$ cat src/rtl/seg7_scanner.sv
// seg7_scanner
//   Memory-mapped driver for an 8-digit common-anode seven-segment display.
//   Three write-only registers are loaded from the CPU IO bus:
//     LO   (addr 2'b00) nibbles for digits 0..3
//     HI   (addr 2'b10) nibbles for digits 4..7
//     CTRL (addr 2'b01) [7:0] digit mask (1 = lit), [15:8] decimal-point mask
//   A refresh counter keeps each digit slot active for REFRESH_DIV cycles and
//   then moves to the next digit. Masked slots stay dark but still take their
//   full share of time, so the duty cycle of the lit digits never changes.
//
// Ports
//   clock     system clock
//   rst       asynchronous active-high reset
//   segwrite  IO write strobe
//   segcs     chip select from the IO address decoder
//   segaddr   register select (low address bits)
//   segwdata  IO write data
//   seg_en    digit enables, active-low, bit i = digit i (registered)
//   seg_out   segments {dp,g,f,e,d,c,b,a}, active-low (registered)

module seg7_scanner #(
  parameter int REFRESH_DIV = 50000,
  parameter int CNT_W       = 16
) (
  input  logic        clock,
  input  logic        rst,
  input  logic        segwrite,
  input  logic        segcs,
  input  logic [1:0]  segaddr,
  input  logic [15:0] segwdata,
  output logic [7:0]  seg_en,
  output logic [7:0]  seg_out
);

  localparam logic [1:0] ADDR_LO   = 2'b00;
  localparam logic [1:0] ADDR_CTRL = 2'b01;
  localparam logic [1:0] ADDR_HI   = 2'b10;

  localparam logic [CNT_W-1:0] CNT_LAST = CNT_W'(REFRESH_DIV - 1);
  localparam logic [CNT_W-1:0] CNT_ONE  = CNT_W'(1);

  logic [15:0]      lo_q, lo_d;
  logic [15:0]      hi_q, hi_d;
  logic [7:0]       mask_q, mask_d;
  logic [7:0]       dp_q, dp_d;
  logic [CNT_W-1:0] cnt_q, cnt_d;
  logic [2:0]       idx_q, idx_d;
  logic [7:0]       seg_en_q, seg_en_d;
  logic [7:0]       seg_out_q, seg_out_d;

  logic [31:0]      digits;
  logic [3:0]       nibble;

  // Active-high segment pattern {g,f,e,d,c,b,a} for one hex digit.
  function automatic logic [6:0] hex7(input logic [3:0] v);
    logic [6:0] s;
    case (v)
      4'h0: s = 7'h3F;
      4'h1: s = 7'h06;
      4'h2: s = 7'h5B;
      4'h3: s = 7'h4F;
      4'h4: s = 7'h66;
      4'h5: s = 7'h6D;
      4'h6: s = 7'h7D;
      4'h7: s = 7'h07;
      4'h8: s = 7'h7F;
      4'h9: s = 7'h6F;
      4'hA: s = 7'h77;
      4'hB: s = 7'h7C;
      4'hC: s = 7'h39;
      4'hD: s = 7'h5E;
      4'hE: s = 7'h79;
      default: s = 7'h71;
    endcase
    return s;
  endfunction

  // Register writes. Address 2'b11 is decoded but deliberately does nothing.
  always_comb begin
    lo_d   = lo_q;
    hi_d   = hi_q;
    mask_d = mask_q;
    dp_d   = dp_q;
    if (segwrite && segcs) begin
      case (segaddr)
        ADDR_LO:   lo_d = segwdata;
        ADDR_HI:   hi_d = segwdata;
        ADDR_CTRL: begin
          mask_d = segwdata[7:0];
          dp_d   = segwdata[15:8];
        end
        default: ;
      endcase
    end
  end

  // Refresh counter; the digit index advances only on the wrap cycle, and the
  // 3-bit index wraps 7 -> 0 on its own.
  always_comb begin
    cnt_d = cnt_q + CNT_ONE;
    idx_d = idx_q;
    if (cnt_q == CNT_LAST) begin
      cnt_d = '0;
      idx_d = idx_q + 3'd1;
    end
  end

  // Output pattern for the slot currently selected by idx_q. Registering it
  // gives one cycle of latency from any index change or register write.
  assign digits = {hi_q, lo_q};
  assign nibble = digits[{idx_q, 2'b00} +: 4];

  always_comb begin
    seg_en_d  = 8'hFF;
    seg_out_d = 8'hFF;
    if (mask_q[idx_q]) begin
      seg_en_d  = ~(8'b1 << idx_q);
      seg_out_d = ~{dp_q[idx_q], hex7(nibble)};
    end
  end

  always_ff @(posedge clock or posedge rst) begin
    if (rst) begin
      lo_q      <= '0;
      hi_q      <= '0;
      mask_q    <= 8'hFF;
      dp_q      <= 8'h00;
      cnt_q     <= '0;
      idx_q     <= '0;
      seg_en_q  <= 8'hFF;
      seg_out_q <= 8'hFF;
    end else begin
      lo_q      <= lo_d;
      hi_q      <= hi_d;
      mask_q    <= mask_d;
      dp_q      <= dp_d;
      cnt_q     <= cnt_d;
      idx_q     <= idx_d;
      seg_en_q  <= seg_en_d;
      seg_out_q <= seg_out_d;
    end
  end

  assign seg_en  = seg_en_q;
  assign seg_out = seg_out_q;

endmodule
$ cat config.mk
export PLATFORM = sky130hd
export DESIGN_NAME = seg7_scanner
export DESIGN_NICKNAME = d
export VERILOG_FILES = /design/src/rtl/seg7_scanner.sv
export SDC_FILE = /design/constraint.sdc
export NUM_CORES = 1
export LEC_CHECK = 0
export CORE_ASPECT_RATIO = 1.5
export CORE_UTILIZATION = 55
export DETAILED_ROUTE_END_ITERATION = 6
export GPL_TIMING_DRIVEN = 0
export HOLD_SLACK_MARGIN = 0.15
export PLACE_DENSITY = 0.77
export SLEW_MARGIN = 20
export SYNTH_ARGS = -nofsm -noshare
export SYNTH_HDL_FRONTEND = slang
export SYNTH_SLANG_ARGS = --single-unit
export TNS_END_PERCENT = 5
$ cat constraint.sdc
create_clock -name clock -period 3.1 [get_ports clock]
set_input_delay 0.775 -clock clock [delete_from_list [all_inputs] [get_ports clock]]
set_output_delay 0.775 -clock clock [all_outputs]
set_load 0.1 [all_outputs]
==> flow_summary.json <==
{
  "grt_use_total_pct": 22.4,
  "peakVddDrop_v": 0.000384,
  "r2r-start": "idx_q[1]$_DFFE_PP0N_",
  "final_util_pct": 67.3,
  "crit_path_start": "seg_en[1]$_DFF_PP1_",
  "htreeDepth": 3,
  "fin_cells": 427,
  "cts_tree": "built",
  "detailed_place_hpwl_um": 5340,
  "fp.dieW_um": 71.1,
  "tightest_slew_ps": 972,
  "fin_ws_ps": 313,
  "post_cts_resized": 0,
  "grt_max_degree": 62,
  "drt-initial-drc-count": 177,
  "drive_gt1_share_pct": 33.5,
  "synth_cells": 295,
  "synth_cell_types": 49,
  "max_slew_margin_pct": 35.0,
  "p_per_area_mw_per_mm2": 638,
  "clkPwrFrac_pct": 26.6,
  "antenna_cells": 0,
  "fp.dieArea_mm2": 0.00752,
  "io_buffer_count": 37,
  "grt_pass1_wl_um": 12500,
  "fin_crit_ps": 2790,
  "internal_power_mw": 1.99,
  "start_util_pct": 57.2,
  "reg2reg_depth": 10,
  "vias": 2440,
  "core_area_mm2": 0.00690,
  "pwr-share-comb_pct": 27.1,
  "cp_top_family": "buffers and inverters",
  "skew_ps": 14.0,
  "antenna_left": 0,
  "clock_sinks": 83,
  "critPathMaxFanout": 1,
  "netSwitchingFraction_pct": 32.9,
  "crit_cells": 1,
  "finalWirelength_um": 7400,
  "hp-start": "cnt_q[0]$_DFF_PP0_",
  "async_flop_share_pct": 100,
  "postCtsSetupRepairBufs": 0,
  "avgSynthCellArea_um2": 13.4,
  "synth-edff-count": 0,
  "p_leak_nw": 1.95,
  "crit_chain": "clkdlybuf4s50_1",
  "yosys_warnings": 0,
  "cts_root_buf": "clkbuf_8",
  "via_per_inst": 5.71,
  "critPathSlowestCell": "clkdlybuf4s50_1",
  "netlist_area_mm2": 0.00394,
  "ys_seq_area_share_pct": 53.4,
  "clk_latency_ps": 360,
  "pwr-share-seq_pct": 46.3,
  "place.gp.congestion": 0.825,
  "syn_to_final_growth_pct": 17.7,
  "grt_antenna_before_repair": 0,
  "io_pins": 38,
  "numCtsBuffers": 9,
  "tns_ps": 0,
  "cts.hold.buffers_added": 0,
  "synth_nets": 330,
  "status": "complete, but fails checks",
  "worstHoldPathCells": 1,
  "grt_pass1_vias": 2579,
  "drc_errors": 5,
  "violations": "design-rule violations",
  "fmax_mhz": 359,
  "critPathBufInv": 1,
  "rsz0062_at_grt": "no",
  "synthFlopType": "dfrtp_1",
  "crit_type": "flip-flop to primary output",
  "dr.pass1.iters": 7,
  "hp-class": "flip-flop to flip-flop",
  "pre_cts_slack_ps": 338,
  "dp.cells": 411,
  "slowest_delay_ps": 1120,
  "dieHeight_um": 106,
  "synth_seq_cells": 83,
  "fin_crit_sh_pct": 89.9,
  "hold_violations": 0,
  "crit_arrival_ps": 2010,
  "cp-end-kind": "primary output",
  "max-cap-violations": 0,
  "cp-start-kind": "flip-flop",
  "nets": 379,
  "clk_pin_slew_ps": 90,
  "p_sw_mw": 0.974,
  "overflow": 0,
  "critPathRequiredTime_ps": 2320,
  "wl_per_cell_um": 17.3,
  "cts_max_path_buffers": 2,
  "rows": 37,
  "finalMaxSlewViolations": 0,
  "setup_viol": 0
}
==> power groups by stage <==
stage	sequential [mW]	clock, mW	combinational (mW)
after floorplan	1.63	0	0.365
after global placement	1.38	0	0.783
after detailed placement	1.39	0	0.804
after CTS	1.37	0.798	0.806
after global routing	1.39	0.846	0.856
final	1.37	0.788	0.803
==> state kept, by name, summed over array words and instances, names as in the netlist <==
name     cells
cnt_q       16
hi_q        16
lo_q        16
dp_q         8
mask_q       8
seg_en       8
seg_out      8
idx_q        3
==> synth_stat cells, types with 2 or more instances <==
cell / count / share of area (%)
buf_6: 4 / 1.1
inv_1: 7 / 0.67
clkbuf_1: 3 / 0.29
nor2_1: 19 / 1.8
mux4_1: 2 / 1.3
mux4_2: 7 / 4.0
dfrtp_1: 59 / 37
mux2i_1: 8 / 2.0
xnor2_1: 9 / 2.0
mux2_2: 52 / 15
nor3_1: 6 / 0.76
and4_1: 2 / 0.44
buf_2: 3 / 0.38
nand4_1: 4 / 0.63
nor2b_1: 2 / 0.32
xor2_1: 6 / 1.3
nor4b_1: 2 / 0.44
nand3_1: 7 / 0.89
a21oi_1: 3 / 0.38
dfstp_2: 24 / 16
nand2_1: 26 / 2.5
ha_1: 13 / 4.1
==> final cells by class <==
class / count / area [um^2]
Fill cell: 519 / 2260
Sequential cell: 83 / 2110
Multi-Input combinational cell: 193 / 1730
Timing Repair Buffer: 38 / 398
Clock buffer: 9 / 124
Tap cell: 78 / 97.6
Buffer: 11 / 78.8
Clock inverter: 7 / 76.3
Inverter: 8 / 32.5
==> cells in the final DEF (no fill, tap or decap), drive strengths merged, types with 2 or more instances in the layout <==
cell type,netlist,routed
nand2,27,27
dfstp,24,24
and4,2,2
clkinvlp,0,2
nand4,4,4
dfrtp,59,59
nand3,7,7
clkdlybuf4s50,0,37
clkbuf,3,12
mux2,54,54
buf,8,9
mux4,9,9
xor2,6,6
nor4b,2,2
xnor2,9,9
o21ai,2,2
nor2b,2,2
nor3,7,7
clkinv,0,2
a21oi,3,3
mux2i,9,9
ha,13,13
inv,8,10
nor2,19,19
==> kinds of logic (layout without fill, tap and decap cells) <==
family,Yosys count,in the layout,synth area share [%]
muxes,72,72,23.5
xor gates and xnor gates,15,15,3.33
adders and majority gates,13,13,4.13
AOI/OAI and AO/OA,19,19,3.94
buffers and inverters,19,73,2.76
DFF,83,83,53.4
and+or+nand+nor,74,74,8.95
==> metal layers <==
| metal | global-route usage, % | share of wire [%] | vias to the layer above |
|---|---|---|---|
| met5 | 0 | 0 | - |
| met3 | 2.39 | 1.7 | 17 |
| met4 | 12.0 | 3.0 | 0 |
| li1 | - | - | 1144 |
| met1 | 27.3 | 42 | 1245 |
| met2 | 38.7 | 53 | 34 |
==> worst paths after layout <==
check / end / slack, ps
worst min-delay path: cnt_q[0]$_DFF_PP0_ / 490
min in group asynchronous: lo_q[10]$_DFFE_PP0P_ / 730
worst max-delay path: seg_en[1] / 310
worst min register to register: cnt_q[0]$_DFF_PP0_ / 490
worst max register to register: seg_out[3]$_DFF_PP1_ / 340
max in group asynchronous: seg_out[3]$_DFF_PP1_ / 1740
==> stage by stage <==
step / hold WS, ps / cell area (um^2) / power (mW)
6_report: 486 / 4640 / 2.96
3_3_place_gp: 474 / 4410 / 2.16
2_1_floorplan: 448 / 3940 / 2.00
5_1_grt: 518 / 4640 / 3.09
3_5_place_dp: 478 / 4440 / 2.19
4_1_cts: 490 / 4640 / 2.97
No activity file was read; power rests on OpenSTA's default activity.
